`src/rtl/wordle_grader.sv`:
```
// wordle_grader: grades one five-letter guess against a secret, Wordle rules.
// Ports: Clk/reset, start/new_game/guess/secret in; busy/done/err/colors/hist_*/row/win/lose out.
module wordle_grader #(
  parameter int MAX_GUESSES = 6
) (
  input  logic        Clk,
  input  logic        reset,
  input  logic        start,
  input  logic        new_game,
  input  logic [39:0] guess,
  input  logic [39:0] secret,
  output logic        busy,
  output logic        done,
  output logic        err,
  output logic [9:0]  colors,
  output logic        hist_we,
  output logic [2:0]  hist_row,
  output logic [49:0] hist_data,
  output logic [2:0]  row,
  output logic        win,
  output logic        lose
);

  typedef enum logic [2:0] {
    IDLE,
    GREEN,
    YELLOW,
    WRITE,
    REPORT
  } state_t;

  localparam logic [2:0] MAX_ROW = 3'(MAX_GUESSES);
  localparam logic [3:0] MAX_W   = 4'(MAX_GUESSES);

  state_t      state;
  logic [39:0] gl;
  logic        chk;
  logic [4:0]  used;
  logic [2:0]  ii;
  logic [2:0]  jj;

  logic [7:0]  gi;
  logic [7:0]  si;
  logic [7:0]  sj;
  logic [7:0]  lk;
  logic [1:0]  ci;
  logic        letters_ok;
  logic        g_hit;
  logic        y_hit;
  logic [9:0]  gcolors;
  logic [9:0]  ycolors;
  logic [9:0]  filled;
  logic [2:0]  row_inc;
  logic        win_n;
  logic        lose_n;

  function automatic logic [7:0] ltr(
    input logic [39:0] w,
    input logic [2:0]  k
  );
    logic [7:0] r;
    case (k)
      3'd0:    r = w[39:32];
      3'd1:    r = w[31:24];
      3'd2:    r = w[23:16];
      3'd3:    r = w[15:8];
      3'd4:    r = w[7:0];
      default: r = 8'h00;
    endcase
    return r;
  endfunction

  function automatic logic [1:0] slot(
    input logic [9:0] c,
    input logic [2:0] k
  );
    logic [1:0] r;
    case (k)
      3'd0:    r = c[9:8];
      3'd1:    r = c[7:6];
      3'd2:    r = c[5:4];
      3'd3:    r = c[3:2];
      3'd4:    r = c[1:0];
      default: r = 2'b00;
    endcase
    return r;
  endfunction

  function automatic logic [9:0] put(
    input logic [9:0] c,
    input logic [2:0] k,
    input logic [1:0] v
  );
    logic [9:0] r;
    r = c;
    for (int n = 0; n < 5; n++)
      if (3'(n) == k) r[8-2*n +: 2] = v;
    return r;
  endfunction

  // Any letter still empty after the yellow pass becomes gray.
  function automatic logic [9:0] fill(
    input logic [9:0] c
  );
    logic [9:0] r;
    r = c;
    for (int n = 0; n < 5; n++)
      if (r[2*n +: 2] == 2'b00) r[2*n +: 2] = 2'b01;
    return r;
  endfunction

  always_comb begin
    gi         = ltr(gl, ii);
    si         = ltr(secret, ii);
    sj         = ltr(secret, jj);
    ci         = slot(colors, ii);
    letters_ok = 1'b1;
    lk         = 8'h00;
    for (int k = 0; k < 5; k++) begin
      lk = ltr(gl, 3'(k));
      if (lk < 8'h41 || lk > 8'h5A)
        letters_ok = 1'b0;
    end
    g_hit   = (gi == si);
    y_hit   = (ci == 2'b00) && !used[jj]
              && (gi == sj);
    gcolors = put(colors, ii, 2'b11);
    ycolors = y_hit ? put(colors, ii, 2'b10)
                    : colors;
    filled  = fill(ycolors);
    row_inc = (row < MAX_ROW) ? row + 3'd1 : row;
    win_n   = (colors == 10'h3FF);
    lose_n  = !win_n
              && ({1'b0, row} + 4'd1 == MAX_W);
  end

  always_ff @(posedge Clk or posedge reset) begin
    if (reset) begin
      state     <= IDLE;
      gl        <= '0;
      chk       <= 1'b0;
      used      <= '0;
      ii        <= '0;
      jj        <= '0;
      busy      <= 1'b0;
      done      <= 1'b0;
      err       <= 1'b0;
      colors    <= '0;
      hist_we   <= 1'b0;
      hist_row  <= '0;
      hist_data <= '0;
      row       <= '0;
      win       <= 1'b0;
      lose      <= 1'b0;
    end else begin
      err     <= 1'b0;
      done    <= 1'b0;
      hist_we <= 1'b0;
      // new_game wins over everything, including an in-flight grade.
      if (new_game) begin
        state  <= IDLE;
        chk    <= 1'b0;
        busy   <= 1'b0;
        row    <= '0;
        win    <= 1'b0;
        lose   <= 1'b0;
        colors <= '0;
      end else begin
        unique case (state)
          IDLE: begin
            // One cycle after the latch the letters are vetted.
            if (chk) begin
              chk <= 1'b0;
              if (!letters_ok) begin
                err <= 1'b1;
              end else begin
                colors <= '0;
                used   <= '0;
                ii     <= '0;
                busy   <= 1'b1;
                state  <= GREEN;
              end
            end else if (start && !(win || lose)) begin
              gl  <= guess;
              chk <= 1'b1;
            end
          end
          GREEN: begin
            if (g_hit) begin
              colors   <= gcolors;
              used[ii] <= 1'b1;
            end
            if (ii == 3'd4) begin
              ii    <= '0;
              jj    <= '0;
              state <= YELLOW;
            end else begin
              ii <= ii + 3'd1;
            end
          end
          YELLOW: begin
            if (y_hit) used[jj] <= 1'b1;
            colors <= ycolors;
            if (jj == 3'd4) begin
              jj <= '0;
              if (ii == 3'd4) begin
                colors    <= filled;
                hist_we   <= 1'b1;
                hist_row  <= row;
                hist_data <= {gl, filled};
                state     <= WRITE;
              end else begin
                ii <= ii + 3'd1;
              end
            end else begin
              jj <= jj + 3'd1;
            end
          end
          WRITE: begin
            done  <= 1'b1;
            row   <= row_inc;
            win   <= win_n;
            lose  <= lose_n;
            state <= REPORT;
          end
          REPORT: begin
            busy  <= 1'b0;
            state <= IDLE;
          end
          default: begin
            busy  <= 1'b0;
            state <= IDLE;
          end
        endcase
      end
    end
  end

endmodule

```
`config.mk`:
```
export PLATFORM = sky130hd
export DESIGN_NAME = wordle_grader
export DESIGN_NICKNAME = d
export VERILOG_FILES = /design/src/rtl/wordle_grader.sv
export SDC_FILE = /design/constraint.sdc
export NUM_CORES = 1
export LEC_CHECK = 0
export BUFFER_PORTS_ARGS = -buffer_cell sky130_fd_sc_hd__buf_2
export CORE_MARGIN = 4
export CORE_UTILIZATION = 29
export DETAILED_ROUTE_END_ITERATION = 8
export SETUP_SLACK_MARGIN = 0.05
export SLEW_MARGIN = 20
export SYNTH_ARGS = -nofsm -noshare
export SYNTH_HDL_FRONTEND = slang
export SYNTH_SLANG_ARGS = --single-unit
```
`constraint.sdc`:
```
create_clock -name Clk -period 4.3 [get_ports Clk]
set_input_delay 0.215 -clock Clk [delete_from_list [all_inputs] [get_ports Clk]]
set_output_delay 0.215 -clock Clk [all_outputs]
set_load 0.01 [all_outputs]
```
Word level (Yosys, flattened, before mapping):

Index checks and enable logic that the tools add are counted.

* RAM bits: 0
* latch bits: 0
* output and inout port bits: 72
* register bits after elaboration: 127
* memory bits (read-only): 0
* input bits: 84
* word-level logic and storage cells: 209
* memories: 0

* order comparisons: 15
* shifts and indexed selects: 0
* $add $sub $neg: 4
* bitwise gates (word level): 4
* multipliers: 0
* reduce and logical (&&, ||, !) cells: 44
* divide/modulo/power cells: 0
* multiplexer cells: 84
* equality and inequality tests: 38

Operator list (count)
* one-hot mux 8 bit (5 select lines): 3
* 2-to-1 mux 10 bit: 7
* 2-to-1 mux 3 bit: 16
* > comparator 8 x 7 -> 1 bit (second input constant): 5
* less-than comparator 8 x 7 -> 1 bit (second input constant): 5
* != test 3 bit (second input constant): 11
* 2-to-1 mux 2 bit: 15
* one-hot mux 10 bit (3 select lines): 1
* AND reduction 5 bit: 6
* 2-to-1 mux 1 bit: 29
* 2-to-1 mux 5 bit: 4
* == test 3 x 2 -> 1 bit (second input constant): 6
* == test 8 bit: 2
* one-hot mux 5 bit (3 select lines): 1
* != test 2 bit (second input constant): 7
* zero test 2 bit: 6
* one-hot mux 3 bit (4 select lines): 1
* AND reduction 6 bit: 2
* == test 10 bit (second input constant): 1
* bitwise OR 5 bit: 2
* one-hot mux 2 bit (5 select lines): 1
* adder 3 x 1 -> 3 bit (second input constant): 3
* == test 3 x 1 -> 1 bit (second input constant): 3
* zero test 3 bit: 3
* other kinds (26): 49

Logic depth before layout (Yosys ltp):

* word-level depth: 12
* gate-level depth with buffers: 15
* mapped depth without buffers: 10

Worst setup path before layout:

OpenSTA, ideal clock, no wires.

* kind: register -> register
* start point: register ii[2]
* end point: register colors[3]
* setup slack: 1241 ps
* period minus slack after synthesis: 3059 ps
* data required time: 4204 ps
* setup time: 96 ps
* buffers on the path: 5
* cell stages (with the launch flop): 16
* data arrival time: 2964 ps
* path through: dfrtp_1 buf_4 buf_4 inv_2 ha_1 buf_2 clkbuf_1 nand2_1 o2111ai_1 xnor2_1 nand4_1 or4_4 a32oi_2 buf_6 a21oi_2 a311oi_2

* word-level cells in the longest chain between the ends: 12
* elaborated cells on any way between the ends: 25
* those cells by class: 9 x eq/ne; 10 x mux; 6 x reduce/logical

Ends and longest elaborated chain
* start, declared: RTL line 39 `logic [2:0] ii;`
* start signal, assigned: RTL line 198 `ii <= ii + 3'd1;`
* start signal, assigned: RTL line 213 `ii <= ii + 3'd1;`
* parallel branches: the longest is 12 deep, another holds 2-to-1 mux 10 bit
* end signal, assigned: RTL line 190 `colors <= gcolors;`
* end signal, assigned: RTL line 203 `colors <= ycolors;`
* end signal, assigned: RTL line 207 `colors <= filled;`
* end, declared: RTL line 15 `output logic [9:0] colors,`

Parallel ways; which one is timed is not known.
A chain may end at the register's enable or synchronous reset.

Worst setup path in the final report:

* start point: register ii[0]
* end point: register colors[3]

Same word-level chain as after synthesis.

==> flow_summary.toml <==
[synthesis]
synth_ff_type = "dfrtp_1"
synth-seq-area-share_pct = 44.8
synth_edf_count = 0
synth-seq-cells = 127
syn_area_sq_um = 7100
syn-mean-instance-area_sq_um = 10.6
syn_nets = 767
synth_cells = 670
synthDistinctLibCells = 72
postSynth.asyncResetShare_pct = 100
ys_warn_count = 0

[worst_setup_path]
cp_max_fo = 11
cp.required_ns = 4.62
worstPathArrival_ns = 3.88
crit_top_cell = "buf_4"
worstPathCellList = "inv_1 -> ha_1 -> buf_4 -> a22o_1 -> a222oi_1 -> a21o_1 -> nand4_1 -> or4_4 -> a32oi_2 -> buf_4 -> a21oi_2 -> a311oi_2"
cp_num_buf_inv = 3
r2r-end = "colors[3]"
cp-end-kind = "flip-flop"
start_kind = "flip-flop"
worst-r2r-cell-count = 12
critical_path.max_stage_delay_ns = 0.58
critPathSlowestCell = "or4_4"
rrSetupSlack_ns = 0.75
rr_startpoint = "ii[0]"
critPathTopFamily = "compound AO/OA/AOI/OAI gates"
setup.worst_path.class = "flip-flop to flip-flop"

[clock_network]
numCtsBuffers = 17
cts_resized = 0
clk_path_buf_depth = 2
post_cts_buffers = 0
hold_buffers = 1
cts_tree = "built"
cts_root_buf = "clkbuf_16"
clk_pin_slew_ns = 0.06
clock_latency_ns = 0.42
clock_sinks = 127
htreeDepth = 4

[floorplan]
dieArea_sq_um = 27000
placementRows = 56
die_x_microns = 164
fp.coreArea_sq_um = 23800
start_util_pct = 29.9
die_h_microns = 164
ioPinCount = 156

[timing]
fmax_mhz = 281
timing.final.setup_violations = 0
max_slew_margin_pct = 33.4
setup_ws_ns = 0.746
min_period_ns = 3.55
drv_slew = 0
fin_skew_ns = 0.00796
fin_crit_sh_pct = 82.6
rsz0062_at_grt = "no"
tightest_slew_ns = 0.997
hold_viol = 0
tns_ns = 0

[pwr]
p_int_w = 0.00275
power.switching_w = 0.00138
clock_power_share_pct = 36.3
vdd_drop_max_v = 0.000221
pwr-share-comb_pct = 25.3
seqPwrFrac_pct = 38.4
sw_frac_of_total_pct = 33.4
power_density_nw_per_um2 = 469
leakage_nw = 4.02
finalPower_w = 0.00413

[detailed_routing]
wl_per_cell_microns = 19.7
dr_total_vias = 6198
drc = 0
ant_nets = 0
viasPerCell = 5.38
initialDrtViolationCount = 603
drt_pass1_iterations = 7
drt_wl_total_mm = 22.6

[cells_and_area]
final_util_pct = 37.1
drive_gt1_share_pct = 37.1
finalNetCount = 916
layout_common_cells = "buf_2, dfrtp_1, mux2_2"
diodes = 0
final_cell_count_no_fill = 1151
layout.cells.most_common = "buf_2"
syn2layout_area_growth_pct = 24.2

[place]
dp.cells = 1118
gp_congestion = 0.867
numPortBuffers = 155
place_hpwl_mm = 16.8
preCtsSetupSlack_ns = 0.801

[worst_hold_path]
hold_class = "input port to flip-flop"
worstHoldEndpoint = "gl[16]"
hold_depth = 2
hold_start = "guess[16]"

[flow_run]
cap_violations = 0

[grt]
antenna_found_initial = 1
grt_overflow = 0
grt_max_degree = 55
grt_pass1_vias = 6397
grt_pass1_wl_mm = 35.8
track_usage_pct = 17.1

[status]
status = "finished clean"
==> power groups by stage <==
stage          Clock, W  Combinational, W  Sequential (W)
2_1_floorplan         0          0.000758         0.00149
3_3_place_gp          0           0.00102         0.00160
3_5_place_dp          0           0.00103         0.00161
4_1_cts         0.00153           0.00104         0.00158
5_1_grt         0.00159           0.00115         0.00161
6_report        0.00150           0.00104         0.00159
==> per-stage QoR <==
step | instance area (sq um) | hold WS, ns
final | 8810 | 0.0285
after global routing | 8810 | 0.00807
after CTS | 8810 | 0.00940
after detailed placement | 8190 | 0.357
after global placement | 8190 | 0.362
after floorplan | 7100 | 0.365
==> layout make-up <==
class	instances	area (sq um)
multi-input cells	484	3640
inverters	17	66.3
clock buffers	22	474
fillers	2372	14900
flip-flops and latches	127	3180
well taps	319	399
clock inverters	10	135
repair buffers	172	918
==> how the worst max path moves through the flow <==
stage	start	end	slack (ns)	depth (start not counted)
after floorplan	reset	busy	0.70	1
after global placement	ii[0]	colors[3]	0.90	12
after detailed placement	ii[0]	colors[3]	0.80	12
after CTS	ii[0]	colors[3]	0.80	12
after global routing	ii[0]	colors[3]	0.51	12
final	ii[0]	colors[3]	0.75	12
==> worst reg2reg max path, delay by kind of cell (launching register included) <==
| kind | cells | cell delay (ns) |
|---|---|---|
| adder cells (fa/ha/maj) | 1 | 0.38 |
| AO/OA/AOI/OAI | 6 | 1.32 |
| AND/OR/NAND/NOR | 2 | 0.70 |
| flip-flops | 1 | 0.48 |
| buffers and inverters | 3 | 0.60 |
==> sequential cells by signal, indices dropped and copies added (netlist names), 3 cells and up <==
| signal | flops |
|---|---|
| colors | 10 |
| gl | 40 |
| hist_data | 50 |
| hist_row | 3 |
| ii | 3 |
| jj | 3 |
| row | 3 |
| state | 3 |
| used | 5 |
==> metal layers <==
metal | vias to the layer above | global-route usage [%] | share of wire [%]
li1 | 2855 | - | -
met1 | 3055 | 21.7 | 42
met2 | 238 | 28.2 | 49
met3 | 48 | 4.44 | 6.8
met4 | 2 | 5.90 | 2.6
met5 | - | 0 | 0.031
==> cells in the mapped netlist, types with 4 or more instances <==
cell type  instances  area, sq um
nor2_1            32          120
o31ai_1            4         30.0
o22ai_1            4         25.0
mux2i_1           13          130
nand3b_1          19          143
a21o_1             6         45.0
buf_6              6         67.6
o21ai_1            4         20.0
nand4_1            8         50.1
or3_1              6         37.5
a22oi_1            7         52.6
nor2b_1            4         25.0
xnor2_1            9         78.8
a21oi_1           26          130
a32oi_1           11         96.3
buf_1             12         45.0
mux2_2            88          991
o2111ai_1          7         61.3
and3_1             4         25.0
buf_4              4         30.0
a211oi_1           4         30.0
and2_1             5         31.3
nand2_1           41          154
o211ai_1           5         37.5
or4_1              5         37.5
nand3_1           17         85.1
ha_1              13          163
dfrtp_1          127         3180
buf_2              7         35.0
a31oi_1            8         50.1
o21ai_0           36          180
clkbuf_1          13         48.8
a222oi_1          12          120
nor3_1            25          125
a41oi_1            5         43.8
nand2b_1           5         31.3
inv_1             15         56.3
nor4_1             7         43.8
==> kinds of logic (layout without fill, tap and decap cells) <==
logic type      Yosys count  after routing  synth area share (%)
xor+xnor                 11             11                  1.36
flops                   127            127                  44.8
compound gates          167            167                  16.8
mux                     101            101                  15.8
simple gates            192            192                  14.9
fa+ha+maj                13             13                  2.29
buf+inv                  59            221                  4.09
No activity file was read; power rests on OpenSTA's default activity.
